## config.mk

```make
export PLATFORM = sky130hd
export DESIGN_NAME = tcm_pmem_axi
export DESIGN_NICKNAME = d
export VERILOG_FILES = /design/src/rtl/tcm_pkg.sv /design/src/rtl/tcm_pmem_axi.sv
export SDC_FILE = /design/constraint.sdc
export NUM_CORES = 1
export LEC_CHECK = 0
export ABC_AREA = 1
export BUFFER_PORTS_ARGS = -buffer_cell sky130_fd_sc_hd__buf_2
export CORE_ASPECT_RATIO = 0.8
export CORE_MARGIN = 2
export CORE_UTILIZATION = 30
export CTS_CLUSTER_SIZE = 28
export DETAILED_ROUTE_END_ITERATION = 10
export GPL_TIMING_DRIVEN = 0
export PLACE_DENSITY = 0.62
export SYNTH_ARGS = -nofsm -noshare
export SYNTH_HDL_FRONTEND = slang
export SYNTH_SLANG_ARGS = --single-unit
```

## constraint.sdc

```tcl
create_clock -name clk_i -period 4 [get_ports clk_i]
set_clock_uncertainty 0.2 [all_clocks]
set_input_delay 0.2 -clock clk_i [delete_from_list [all_inputs] [get_ports clk_i]]
set_output_delay 0.2 -clock clk_i [all_outputs]
set_load 0.005 [all_outputs]
```

## src/rtl/tcm_pkg.sv

```systemverilog
// Shared types and constants for the TCM port-1 AXI bridge.
package tcm_pkg;

  // Bridge transaction FSM states.
  typedef enum logic [2:0] {
    ST_IDLE,
    ST_WR,
    ST_BRESP,
    ST_RD_ADDR,
    ST_RD_CAP,
    ST_RD_DATA
  } state_e;

  localparam logic [1:0] AXI_RESP_OKAY   = 2'b00;
  localparam logic [1:0] AXI_RESP_SLVERR = 2'b10;

  // 64-bit word index width of the TCM RAM (byte address bits [15:3]).
  localparam int TCM_WORD_ADDR_W = 13;

  // Place a 32-bit beat's byte strobes onto the half of the 64-bit word picked by addr[2].
  function automatic logic [7:0] lane_enables(input logic sel_hi, input logic [3:0] strb);
    return sel_hi ? {strb, 4'b0000} : {4'b0000, strb};
  endfunction

endpackage

```

## src/rtl/tcm_pmem_axi.sv

```systemverilog
// AXI4 slave giving the system bus access to port 1 of the 64-bit TCM RAM.
// One INCR burst at a time; each 32-bit beat becomes a byte-strobed 64-bit
// RAM write or a one-cycle-latency RAM read.
// Optional feature: define TCM_PMEM_RANGE_CHECK_EN to reject beats whose
// address is >= TCM_RAM_SIZE (no RAM write, SLVERR, read data forced to 0).
module tcm_pmem_axi
  import tcm_pkg::*;
#(
  parameter int unsigned TCM_RAM_SIZE = 32'd49152
) (
  input  logic                       clk_i,
  input  logic                       rst_i,
  input  logic                       axi_awvalid_i,
  input  logic [31:0]                axi_awaddr_i,
  input  logic [3:0]                 axi_awid_i,
  input  logic [7:0]                 axi_awlen_i,
  output logic                       axi_awready_o,
  input  logic                       axi_wvalid_i,
  input  logic [31:0]                axi_wdata_i,
  input  logic [3:0]                 axi_wstrb_i,
  input  logic                       axi_wlast_i,
  output logic                       axi_wready_o,
  output logic                       axi_bvalid_o,
  output logic [1:0]                 axi_bresp_o,
  output logic [3:0]                 axi_bid_o,
  input  logic                       axi_bready_i,
  input  logic                       axi_arvalid_i,
  input  logic [31:0]                axi_araddr_i,
  input  logic [3:0]                 axi_arid_i,
  input  logic [7:0]                 axi_arlen_i,
  output logic                       axi_arready_o,
  output logic                       axi_rvalid_o,
  output logic [31:0]                axi_rdata_o,
  output logic [1:0]                 axi_rresp_o,
  output logic [3:0]                 axi_rid_o,
  output logic                       axi_rlast_o,
  input  logic                       axi_rready_i,
  output logic [TCM_WORD_ADDR_W-1:0] ram_addr_o,
  output logic [63:0]                ram_data_o,
  output logic [7:0]                 ram_wr_o,
  input  logic [63:0]                ram_data_i
);

`ifdef TCM_PMEM_RANGE_CHECK_EN
  localparam bit RANGE_CHECK = 1'b1;
`else
  localparam bit RANGE_CHECK = 1'b0;
`endif

  state_e      state_q, state_d;
  logic [31:0] addr_q;
  logic [7:0]  len_q;
  logic [7:0]  cnt_q;
  logic [3:0]  id_q;
  logic        err_q;
  logic [31:0] rdata_q;
  logic [1:0]  rresp_q;
  logic        live_q;   // low in the first cycle after reset so IDLE readies rise afterwards

  logic aw_hs, ar_hs, w_hs, r_hs;
  logic last_beat;
  logic out_of_range;
  logic unused;

  // WLAST is deliberately ignored: the latched beat count ends the burst.
  assign unused = axi_wlast_i;

  assign aw_hs        = axi_awvalid_i && axi_awready_o;
  assign ar_hs        = axi_arvalid_i && axi_arready_o;
  assign w_hs         = axi_wvalid_i  && axi_wready_o;
  assign r_hs         = axi_rvalid_o  && axi_rready_i;
  assign last_beat    = (cnt_q == len_q);
  assign out_of_range = RANGE_CHECK && (addr_q >= TCM_RAM_SIZE);

  // State register.
  // NOTE: asynchronous active-low reset sits in the sensitivity list; all sequential state uses non-blocking assignment.
  always_ff @(posedge clk_i or negedge rst_i) begin
    if (!rst_i) state_q <= ST_IDLE;
    else        state_q <= state_d;
  end

  // Next-state and handshake outputs; write wins over read when both arrive in IDLE.
  // NOTE: every output of this block gets a default first so no path can infer a latch.
  always_comb begin
    state_d       = state_q;
    axi_awready_o = 1'b0;
    axi_arready_o = 1'b0;
    axi_wready_o  = 1'b0;
    axi_bvalid_o  = 1'b0;
    axi_rvalid_o  = 1'b0;
    case (state_q)
      ST_IDLE: begin
        axi_awready_o = live_q;
        axi_arready_o = live_q && !axi_awvalid_i;
        if (live_q && axi_awvalid_i)      state_d = ST_WR;
        else if (live_q && axi_arvalid_i) state_d = ST_RD_ADDR;
      end
      ST_WR: begin
        axi_wready_o = 1'b1;
        if (axi_wvalid_i && last_beat) state_d = ST_BRESP;
      end
      ST_BRESP: begin
        axi_bvalid_o = 1'b1;
        if (axi_bready_i) state_d = ST_IDLE;
      end
      ST_RD_ADDR: state_d = ST_RD_CAP;
      ST_RD_CAP:  state_d = ST_RD_DATA;
      ST_RD_DATA: begin
        axi_rvalid_o = 1'b1;
        if (axi_rready_i) state_d = last_beat ? ST_IDLE : ST_RD_ADDR;
      end
      default: state_d = ST_IDLE;
    endcase
  end

  // Burst bookkeeping: latch on address handshake, advance on each data beat, capture read data.
  always_ff @(posedge clk_i or negedge rst_i) begin
    if (!rst_i) begin
      live_q  <= 1'b0;
      addr_q  <= '0;
      len_q   <= '0;
      cnt_q   <= '0;
      id_q    <= '0;
      err_q   <= 1'b0;
      rdata_q <= '0;
      rresp_q <= AXI_RESP_OKAY;
    end else begin
      live_q <= 1'b1;
      if (aw_hs) begin
        addr_q <= axi_awaddr_i;
        len_q  <= axi_awlen_i;
        id_q   <= axi_awid_i;
        cnt_q  <= '0;
        err_q  <= 1'b0;
      end else if (ar_hs) begin
        addr_q <= axi_araddr_i;
        len_q  <= axi_arlen_i;
        id_q   <= axi_arid_i;
        cnt_q  <= '0;
      end
      if (w_hs) begin
        addr_q <= addr_q + 32'd4;
        cnt_q  <= cnt_q + 8'd1;
        err_q  <= err_q | out_of_range;
      end
      // Captured copy keeps R stable during stalls even if port 0 rewrites the word.
      if (state_q == ST_RD_CAP) begin
        rdata_q <= out_of_range ? 32'd0 : (addr_q[2] ? ram_data_i[63:32] : ram_data_i[31:0]);
        rresp_q <= out_of_range ? AXI_RESP_SLVERR : AXI_RESP_OKAY;
      end
      if (r_hs && !last_beat) begin
        addr_q <= addr_q + 32'd4;
        cnt_q  <= cnt_q + 8'd1;
      end
    end
  end

  assign axi_bresp_o = err_q ? AXI_RESP_SLVERR : AXI_RESP_OKAY;
  assign axi_bid_o   = id_q;
  assign axi_rdata_o = rdata_q;
  assign axi_rresp_o = rresp_q;
  assign axi_rid_o   = id_q;
  assign axi_rlast_o = axi_rvalid_o && last_beat;

  assign ram_addr_o  = addr_q[TCM_WORD_ADDR_W+2:3];
  assign ram_data_o  = {axi_wdata_i, axi_wdata_i};
  assign ram_wr_o    = (w_hs && !out_of_range) ? lane_enables(addr_q[2], axi_wstrb_i) : 8'h00;

endmodule
```

==> run summary, run 1 <==
Measured in cells, the most critical reg-to-reg path has a length of 8. After Yosys synthesis, XOR and XNOR cells account for 4.14% of the synthesized area. The analysis attributes to cell leakage a power of 3.85 nW. Type of element capturing the critical path: a flop. The maximum root-to-sink buffer count was 2; the power density of the placed cells was 587 nW/um^2. CTS H-tree depth: 3. The tools report the nature of the critical path startpoint as a flop. The synthesized netlist devotes 0.538% of its cell area to adder and majority cells. The internal power of the cells totals 2.72 mW. The share of the clock period used by the worst path after layout is 65.2%, and the number of distinct library cells after synthesis is 32.

For the overall die area, the log shows 16,500 sq um. A synthesized cell averages 7.59 sq um. The cell area after synthesis was 4650 sq um; the post-route minimum period was 2610 ps. Measured against its own limit, the worst slew margin works out to 58.4%. Sequential cells were found to cover 37.6% of the synthesized design area.

The filler cells instantiated in the layout total 1,480. The tools report the core box area as 15,100 sq um. In this run the worst setup path begins at state_q[0]. The effective utilization at floorplan is 30.8%, and the CTS buffer count is 9. The critical path goes through nor2_2, nand2_2, nor2_4, inv_2, clkbuf_1, nor2_1, o22ai_1, dlygate4sd3_1. Synthesis handed over a netlist of 613 instances. The count of nets after finishing was 1,181.

The overall die height is 115 um, and the setup slack after layout is 1390 ps. For the total instance count after detailed placement, the log shows 1,084. The maximum fanout encountered on the critical timing path was 10; the cell count along the critical path was 8. Setup violations remaining at the end of the flow were counted as 0.

Summing all placed instances gives a cell area of 6240 sq um. The worst setup path is of the flop to flop kind. The logs give 0 for the number of inserted diodes and 1.69 mW for the net switching power of the design.

The critical path contains buffers and inverters numbering 3 combined. TritonCTS built the clock tree. The cell family contributing the most delay on the critical path is buffers and inverters. For this design, the slowest cell found on the critical path is sky130_fd_sc_hd__dlygate4sd3_1. The final-report max-slew violation count came out at 0. The worst reg2reg path startpoint was state_q[0]. The number of clock sinks was 70. The arrival time reported for the critical path endpoint is 2620 ps. The starting DRC count in detailed routing was 322. Of the cells placed in the final design, the portion with a size suffix greater than 1 is 41.1%.

The placed wire-length estimate after detailed placement is 12,200 um. The floorplan has 40 rows. The total routed wirelength is 16,600 um. The synthesized-area fraction occupied by ao, oa, aoi and oai cells is 10.4%. The share of synthesized area spent on multiplexers was 0%. After detailed routing, the average wire length per cell comes to 13.9 um. The run gives 0 as the total count of hold-check failures in the final report. In this run, synthesis produced a sequential element count of 70. The area added between synthesis and finish works out to 61.3%.

The tools report the filler-free cell count of the finished design as 1,198. Entering global routing, the biggest net connects 37 pins. At the pin with the least slew margin, the transition time is 623 ps. For this design the top-level I/O count stands at 331. In this run the critical register-to-register path is captured at len_q[7]. On the worst path, the slowest cell contributes a delay of 560 ps. For the worst setup path, the data required time is 4010 ps.

The worst-case IR drop observed on VDD is 0.000254 V. The tools report the reg2reg setup slack as 1390 ps. The clock network fraction of total power was 17.6%; the total of buffers placed on input and output ports was 257. Clock-pin slew was measured on the worst setup and hold paths at 60 ps. The routed via count divided by cell count is 4.46, and the first-pass GRT wire length is 26,100 um.

Number of global-route vias before repair: 5,159. The run finished with clean final reports. The logs give 0 for the number of nets still failing antenna checks after routing and 0 for the number of design rule violations left after detail routing.

For the aggregate global routing overflow, the log shows 0. After synthesis, the largest family of logic cells by area is simple AND/OR/NAND/NOR gates. The finished cells cover 7510 sq um. The tools report the timing-limited maximum frequency as 383 MHz. Setup repair after global routing left no endpoint under its margin. Area share of and/or/nand/nor cells after synthesis: 27.3%. In this run, flip-flops and latches consume 29.0% of the power. The number of antenna violations at the first check in global routing was 1. The tree is rooted in a sky130_fd_sc_hd__clkbuf_16.

For this run, the share of the core covered by cells in the final layout is 49.7%. The clock latency on the worst-skew pair is 330 ps, and the via total after detailed routing is 5,348. The tightest min-delay check is of the primary input to flop type. The total negative slack was 0 ps; the number of max-capacitance violations reported was 0. Global routing consumed, over all layers together, 20.0% of the routing resources. Net switching is 38.3% of the power. In this run, the combinational gates consume 53.4% of the power. Yosys printed 0 warnings. Placer congestion estimate: 0.805. The logs give 5 for the iteration count of the initial detailed-routing pass and 1800 ps for the setup slack at placement. In this run the worst setup path terminates at len_q[7]. In this run the horizontal extent of the chip is 143 um.
cell usage after synthesis:
master	n	area share, %
sky130_fd_sc_hd__nand2_1	141	11
sky130_fd_sc_hd__buf_2	12	1.3
sky130_fd_sc_hd__o22ai_1	4	0.54
sky130_fd_sc_hd__nand4_1	21	2.8
sky130_fd_sc_hd__or2_2	13	1.7
sky130_fd_sc_hd__buf_6	3	0.73
sky130_fd_sc_hd__nand3_4	1	0.38
sky130_fd_sc_hd__a21oi_1	4	0.43
sky130_fd_sc_hd__conb_1	2	0.16
sky130_fd_sc_hd__clkbuf_1	11	0.89
sky130_fd_sc_hd__xnor2_1	10	1.9
sky130_fd_sc_hd__clkinv_1	1	0.081
sky130_fd_sc_hd__nor2_4	4	0.97
sky130_fd_sc_hd__o21ai_0	26	2.8
sky130_fd_sc_hd__inv_1	27	2.2
sky130_fd_sc_hd__o21bai_1	1	0.16
sky130_fd_sc_hd__nor2_1	67	5.4
sky130_fd_sc_hd__o211ai_1	12	1.9
sky130_fd_sc_hd__nor3_1	8	0.86
sky130_fd_sc_hd__xor2_1	12	2.3
sky130_fd_sc_hd__nand3b_1	1	0.16
sky130_fd_sc_hd__nand2_4	1	0.24
sky130_fd_sc_hd__inv_2	7	0.56
sky130_fd_sc_hd__nand2_2	3	0.40
sky130_fd_sc_hd__ha_1	2	0.54
sky130_fd_sc_hd__buf_4	87	14
sky130_fd_sc_hd__nand3_1	25	2.7
sky130_fd_sc_hd__buf_1	1	0.081
sky130_fd_sc_hd__a31oi_1	32	4.3
sky130_fd_sc_hd__nor2_2	2	0.27
sky130_fd_sc_hd__dfrtp_1	70	38
sky130_fd_sc_hd__o21ai_1	2	0.22
layer usage:
metal	GRT usage [%]	routed length, um	share of wire [%]	vias to the layer above
met1	27.7	7610	46	2472
met3	3.43	1040	6.2	17
met4	4.90	193	1.2	2
met2	32.8	7780	47	203
li1	-	-	-	2654
met5	0	13	0.078	-
logic make-up (layout without fill, tap and decap cells):
logic type / count (synthesis) / in the layout
and+or+nand+nor: 287 / 287
adders and majority gates: 2 / 2
DFF: 70 / 70
buffers and inverters: 149 / 521
xor gates and xnor gates: 22 / 22
AOI/OAI and AO/OA: 81 / 81
other: 2 / 5
how the worst min path moves through the flow:
stage                          from         endpoint  slack (ps)  cells after the start
floorplan                     rst_i       addr_q[10]        -300                      0
global placement     ram_data_i[20]  axi_rdata_o[20]         260                      3
detailed placement            rst_i       addr_q[14]         0.4                      1
CTS                 axi_araddr_i[7]        addr_q[7]          20                      4
global route           axi_rready_i       state_q[2]          30                      3
finish              axi_araddr_i[7]        addr_q[7]          20                      4
cell usage in the layout (no fill, tap or decap), drive strengths merged:
| cell type | synthesis | layout |
|---|---|---|
| a21oi | 4 | 4 |
| a31oi | 32 | 32 |
| buf | 103 | 361 |
| clkbuf | 11 | 24 |
| clkinv | 1 | 3 |
| clkinvlp | 0 | 1 |
| conb | 2 | 5 |
| dfrtp | 70 | 70 |
| dlygate4sd3 | 0 | 98 |
| ha | 2 | 2 |
| inv | 34 | 34 |
| nand2 | 145 | 145 |
| nand3 | 26 | 26 |
| nand3b | 1 | 1 |
| nand4 | 21 | 21 |
| nor2 | 73 | 73 |
| nor3 | 8 | 8 |
| o211ai | 12 | 12 |
| o21ai | 28 | 28 |
| o21bai | 1 | 1 |
| o22ai | 4 | 4 |
| or2 | 13 | 13 |
| xnor2 | 10 | 10 |
| xor2 | 12 | 12 |
what timing repair did:
item | in CTS | in global routing
hold buffers | 98 | 0
hold endpoints to repair | 88 | 0
gates resized for setup | 0 | 0
setup buffers | 0 | 0
stage by stage:
step	power (mW)	hold WS [ps]
after floorplan	2.45	-296
after global placement	3.18	263
after detailed placement	3.21	0.416
after CTS	4.42	17.2
after global routing	4.81	34.5
final	4.41	21.9
power groups by stage:
stage | Sequential [mW] | Combinational [mW] | Clock (mW)
6_report | 1.28 | 2.35 | 0.776
5_1_grt | 1.32 | 2.65 | 0.831
4_1_cts | 1.27 | 2.35 | 0.794
3_5_place_dp | 1.29 | 1.92 | 0
3_3_place_gp | 1.28 | 1.90 | 0
2_1_floorplan | 1.25 | 1.20 | 0
registers in the layout, indices dropped and copies added (netlist names):
register,flops
cnt_q,8
axi_bid_o,4
live_q,1
state_q,3
len_q,8
addr_q,14
axi_rdata_o,32
layout make-up:
class | count | area [sq um] | share of cell area [%]
Timing Repair Buffer | 356 | 2290 | 30.5
Multi-Input combinational cell | 397 | 1990 | 26.5
Sequential cell | 70 | 1750 | 23.3
Buffer | 114 | 792 | 10.6
Clock buffer | 13 | 270 | 3.60
Tap cell | 210 | 263 | 3.50
Inverter | 35 | 131 | 1.75
Clock inverter | 3 | 17.5 | 0.233
worst min-delay path, cell delays in order:
cell and delay (ps):
sky130_fd_sc_hd__buf_2 70, sky130_fd_sc_hd__or2_2 90, sky130_fd_sc_hd__o211ai_1 80, sky130_fd_sc_hd__nand3_1 80
(Power assumes the default switching activity.)
==> run 2: changes to the inputs <==
- PLACE_DENSITY: 0.62 -> 0.64
- clock period: 4 -> 2.3 ns (I/O delays scaled with it)
==> run 2 against run 1 <==
  * Die area stayed put
  * Sequential share of layout area is 0.29 points lower
  * Register-to-register slack worse by 1200 ps
  * Worst hold slack worse by 14 ps
  * Combinational power is 49% higher
  * Non-clock buffer count is 10 higher
  * Largest power group unchanged
==> run summary, run 2 (synthesized netlist as in run 1, its figures left out) <==
The worst setup path is launched from a flop. The run gives 20.0% (about the same) as the overall routing resource usage. The total negative slack is 0 ps (unchanged). The post-layout total power came out at 6.97 mW (+58%).

The share of the clock period used by the worst path after layout works out to 92.1%. The count of cells along the worst hold path is 5 (+1), and the post-route minimum period is 2120 ps. The endpoint of the worst hold path was addr_q[6].

The total routed wirelength is 17,100 um (+2.5%). The iteration count of the initial detailed-routing pass is 5 (unchanged). Net switching power of the design: 2.85 mW (+69%). The largest delay contributor family on the critical path is simple AND/OR/NAND/NOR gates. The flip-flop count of the largest register after layout was 32 (unchanged); the number of top-level design ports was 331 (unchanged). The worst voltage drop across the vdd grid was 0.000365 V (+44%). From synthesis to final layout, the design area changed by 63.3%. Total of buffers placed on input and output ports: 257 (unchanged). The row count is 40 (unchanged), and the delay of the slowest critical-path stage is 440 ps (-120 ps).

The tools report the total count of hold-check failures in the final report as 0 (unchanged). TritonCTS built the clock tree. The commonest non-fill, non-tap cell in the layout is sky130_fd_sc_hd__buf_2. For the effective utilization at floorplan, the log shows 30.8% (unchanged). Number of clock sinks: 70 (unchanged). End of the worst register-to-register path: addr_q[13]. Overall die height: 115 um (unchanged). The run gives 472 MHz as the timing-limited maximum frequency. Reg2reg setup slack: 200 ps (-1190 ps). The width of the die was 143 um (unchanged). The maximum number of pins on one net before global-route repair is 38 (+2.7%).

Number of global-route vias before repair: 5,205 (+0.89%). Proportion of power drawn by combinational gates: 50.0% (-3.4 points). The count of nets after finishing was 1,191 (+0.85%). The worst hold path begins at axi_awaddr_i[6]. The final-report max-slew violation count was 0 (unchanged). The cell chosen for the clock root is sky130_fd_sc_hd__clkbuf_16. For the clock network fraction of total power, the log shows 18.1% (+0.5 points). The tools report the count of filler cells inserted in the layout as 1,481 (+0.068%).

The area taken by flip-flops and latches was 1750 sq um (unchanged). The tools report the required time at the worst-slack endpoint as 1990 ps (-2020 ps). The via total after detailed routing is 5,376 (+0.52%), and the number of antenna violations at the first check in global routing is 0 (-1).

Part of the power in registers: 31.9% (+2.9 points). The transition at the pin with the smallest max-transition slack was 567 ps (-56.7 ps); the maximum root-to-sink buffer count was 2 (unchanged). Power density of the placed cells: 917 nW/um^2 (+56%).

The arrival time reported for the critical path endpoint came out at 1800 ps (-820 ps). The design internal power came out at 4.12 mW (+52%). The tools report the worst reg2reg path startpoint as state_q[0]. The largest individual stage delay along the critical path comes from the cell sky130_fd_sc_hd__dfrtp_1. The starting DRC count in detailed routing came out at 282 (-12%). Fraction of layout cells with a size suffix above 1: 41.0% (-0.11 points).

The routed via count divided by cell count came out at 4.45 (-0.39%). The top cell types in the final layout, fill and taps aside, are sky130_fd_sc_hd__buf_2 (268), sky130_fd_sc_hd__nand2_1 (141), sky130_fd_sc_hd__dlygate4sd3_1 (109), sky130_fd_sc_hd__buf_4 (88), sky130_fd_sc_hd__dfrtp_1 (70). The clock latency on the worst-skew pair was 330 ps (about the same); the depth of the worst register-to-register path was 7 (-1). The overall die area came out at 16,500 sq um (unchanged).

The final setup violation count is 0 (unchanged). The placed wire-length estimate after detailed placement came out at 12,400 um (+1.2%). The flow ran to the end, and the final reports show no timing, DRC or antenna violations.

The class of the most critical setup path is flop to output port. The clock-pin transition on the worst setup and hold timing paths is 50 ps (about the same), and the remaining max-slew budget at the tightest pin is 62.2% (+3.8 points). The placer congestion estimate came out at 0.856 (+6.2%).

The aggregate global routing overflow is 0 (unchanged). Traced cell by cell, the critical path runs through inv_2, nor2_1, nand2_1, inv_2, nand2_2, inv_1, nand2_1, nor2_1, buf_2. The type of element capturing the critical path was an output port. The routed length per placed instance is 14.1 um (+1.6%), and the CTS H-tree depth is 3 (unchanged). The sum of buffers and inverters on the critical path is 4 (+1), and the switching share of power is 40.8% (+2.5 points). The number of design rule violations left after detail routing is 0 (unchanged), and the CTS buffer count is 9 (unchanged). Setup repair after global routing left no endpoint under its margin. In this run the worst hold path is classified as primary input to flop. The cell leakage power is 3.90 nW (+1.3%), and the maximum fanout encountered on the critical timing path is 9 (-1). For the combined area of the multi-input logic cells, the log shows 1990 sq um (unchanged). The logs give 0 (unchanged) for the number of nets still failing antenna checks after routing and 1,209 (+0.92%) for the filler-free cell count of the finished design. The number of max-capacitance violations reported is 0 (unchanged). The run gives 1,084 (unchanged) as the total instance count after detailed placement. The core box area was 15,100 sq um (unchanged); the first-pass GRT wire length was 25,800 um (-1.0%).
run 2: changes by cell type in the layout (fill, tap and decap cells not counted), moves of 2 or more:
cell,previous run,this run
sky130_fd_sc_hd__dlygate4sd3_1,98,109
sky130_fd_sc_hd__clkbuf_1,12,10
sky130_fd_sc_hd__clkbuf_8,3,0
sky130_fd_sc_hd__clkbuf_2,0,2
sky130_fd_sc_hd__clkinvlp_4,1,3
run 2: how the worst max path moves through the flow:
stage / from / to / slack [ps] / depth (start not counted)
detailed placement: state_q[0] / addr_q[13] / 130 / 7
global route: state_q[0] / ram_wr_o[6] / 10 / 9
finish: state_q[0] / ram_wr_o[1] / 180 / 9
global placement: state_q[0] / addr_q[13] / 140 / 7
CTS: addr_q[2] / ram_wr_o[1] / 20 / 5
floorplan: addr_q[3] / addr_q[12] / 620 / 9
run 2: repair_timing:
| action | 4_1_cts | 5_1_grt |
|---|---|---|
| hold buffers | 109 | 0 |
| endpoints found under the setup margin | 4 | 12 |
| pin swaps | 0 | 0 |
| resized for setup | 0 | 4 |
| setup buffers | 0 | 0 |
| hold endpoints to repair | 126 | 0 |
run 2: power groups by stage:
stage          clock (mW)  combinational, mW  sequential [mW]
6_report             1.26               3.49             2.22
5_1_grt              1.36               3.93             2.30
4_1_cts              1.31               3.48             2.22
3_5_place_dp            0               3.33             2.24
3_3_place_gp            0               3.31             2.22
2_1_floorplan           0               2.08             2.18
run 2: layer usage:
layer | GRT usage, % | vias to the layer above | routed length (um)
met2 | 33.2 | 210 | 8100
met5 | 0 | - | 0
met3 | 3.22 | 28 | 944
met1 | 27.2 | 2464 | 7690
met4 | 5.82 | 0 | 313
li1 | - | 2674 | -
run 2: metrics by stage:
stage	hold WS [ps]	worst slack (ps)	util, %	cell area, sq um
6_report	8.13	182	50.3	7600
3_5_place_dp	-98.6	127	41.3	6240
2_1_floorplan	-381	624	-	4670
5_1_grt	34.6	11.7	50.3	7600
4_1_cts	3.93	16.7	50.2	7590
3_3_place_gp	178	140	41.1	6210
run 2: area by class of cell:
class | count | area share [%]
buffer | 113 | 10.4
inverter | 35 | 1.78
timing repair buffer | 367 | 31.6
clock buffer | 10 | 3.01
multi-input combinational | 397 | 26.2
clock inverter | 6 | 0.510
tap | 210 | 3.46
sequential | 70 | 23.0
antenna | 1 | 0.0329
run 2: worst min-delay path, stage by stage:
cell                       delay (ps)
sky130_fd_sc_hd__buf_2             80
sky130_fd_sc_hd__o211ai_1         110
sky130_fd_sc_hd__nand3_1          100
sky130_fd_sc_hd__nand2_1           50
sky130_fd_sc_hd__nand2_1           40
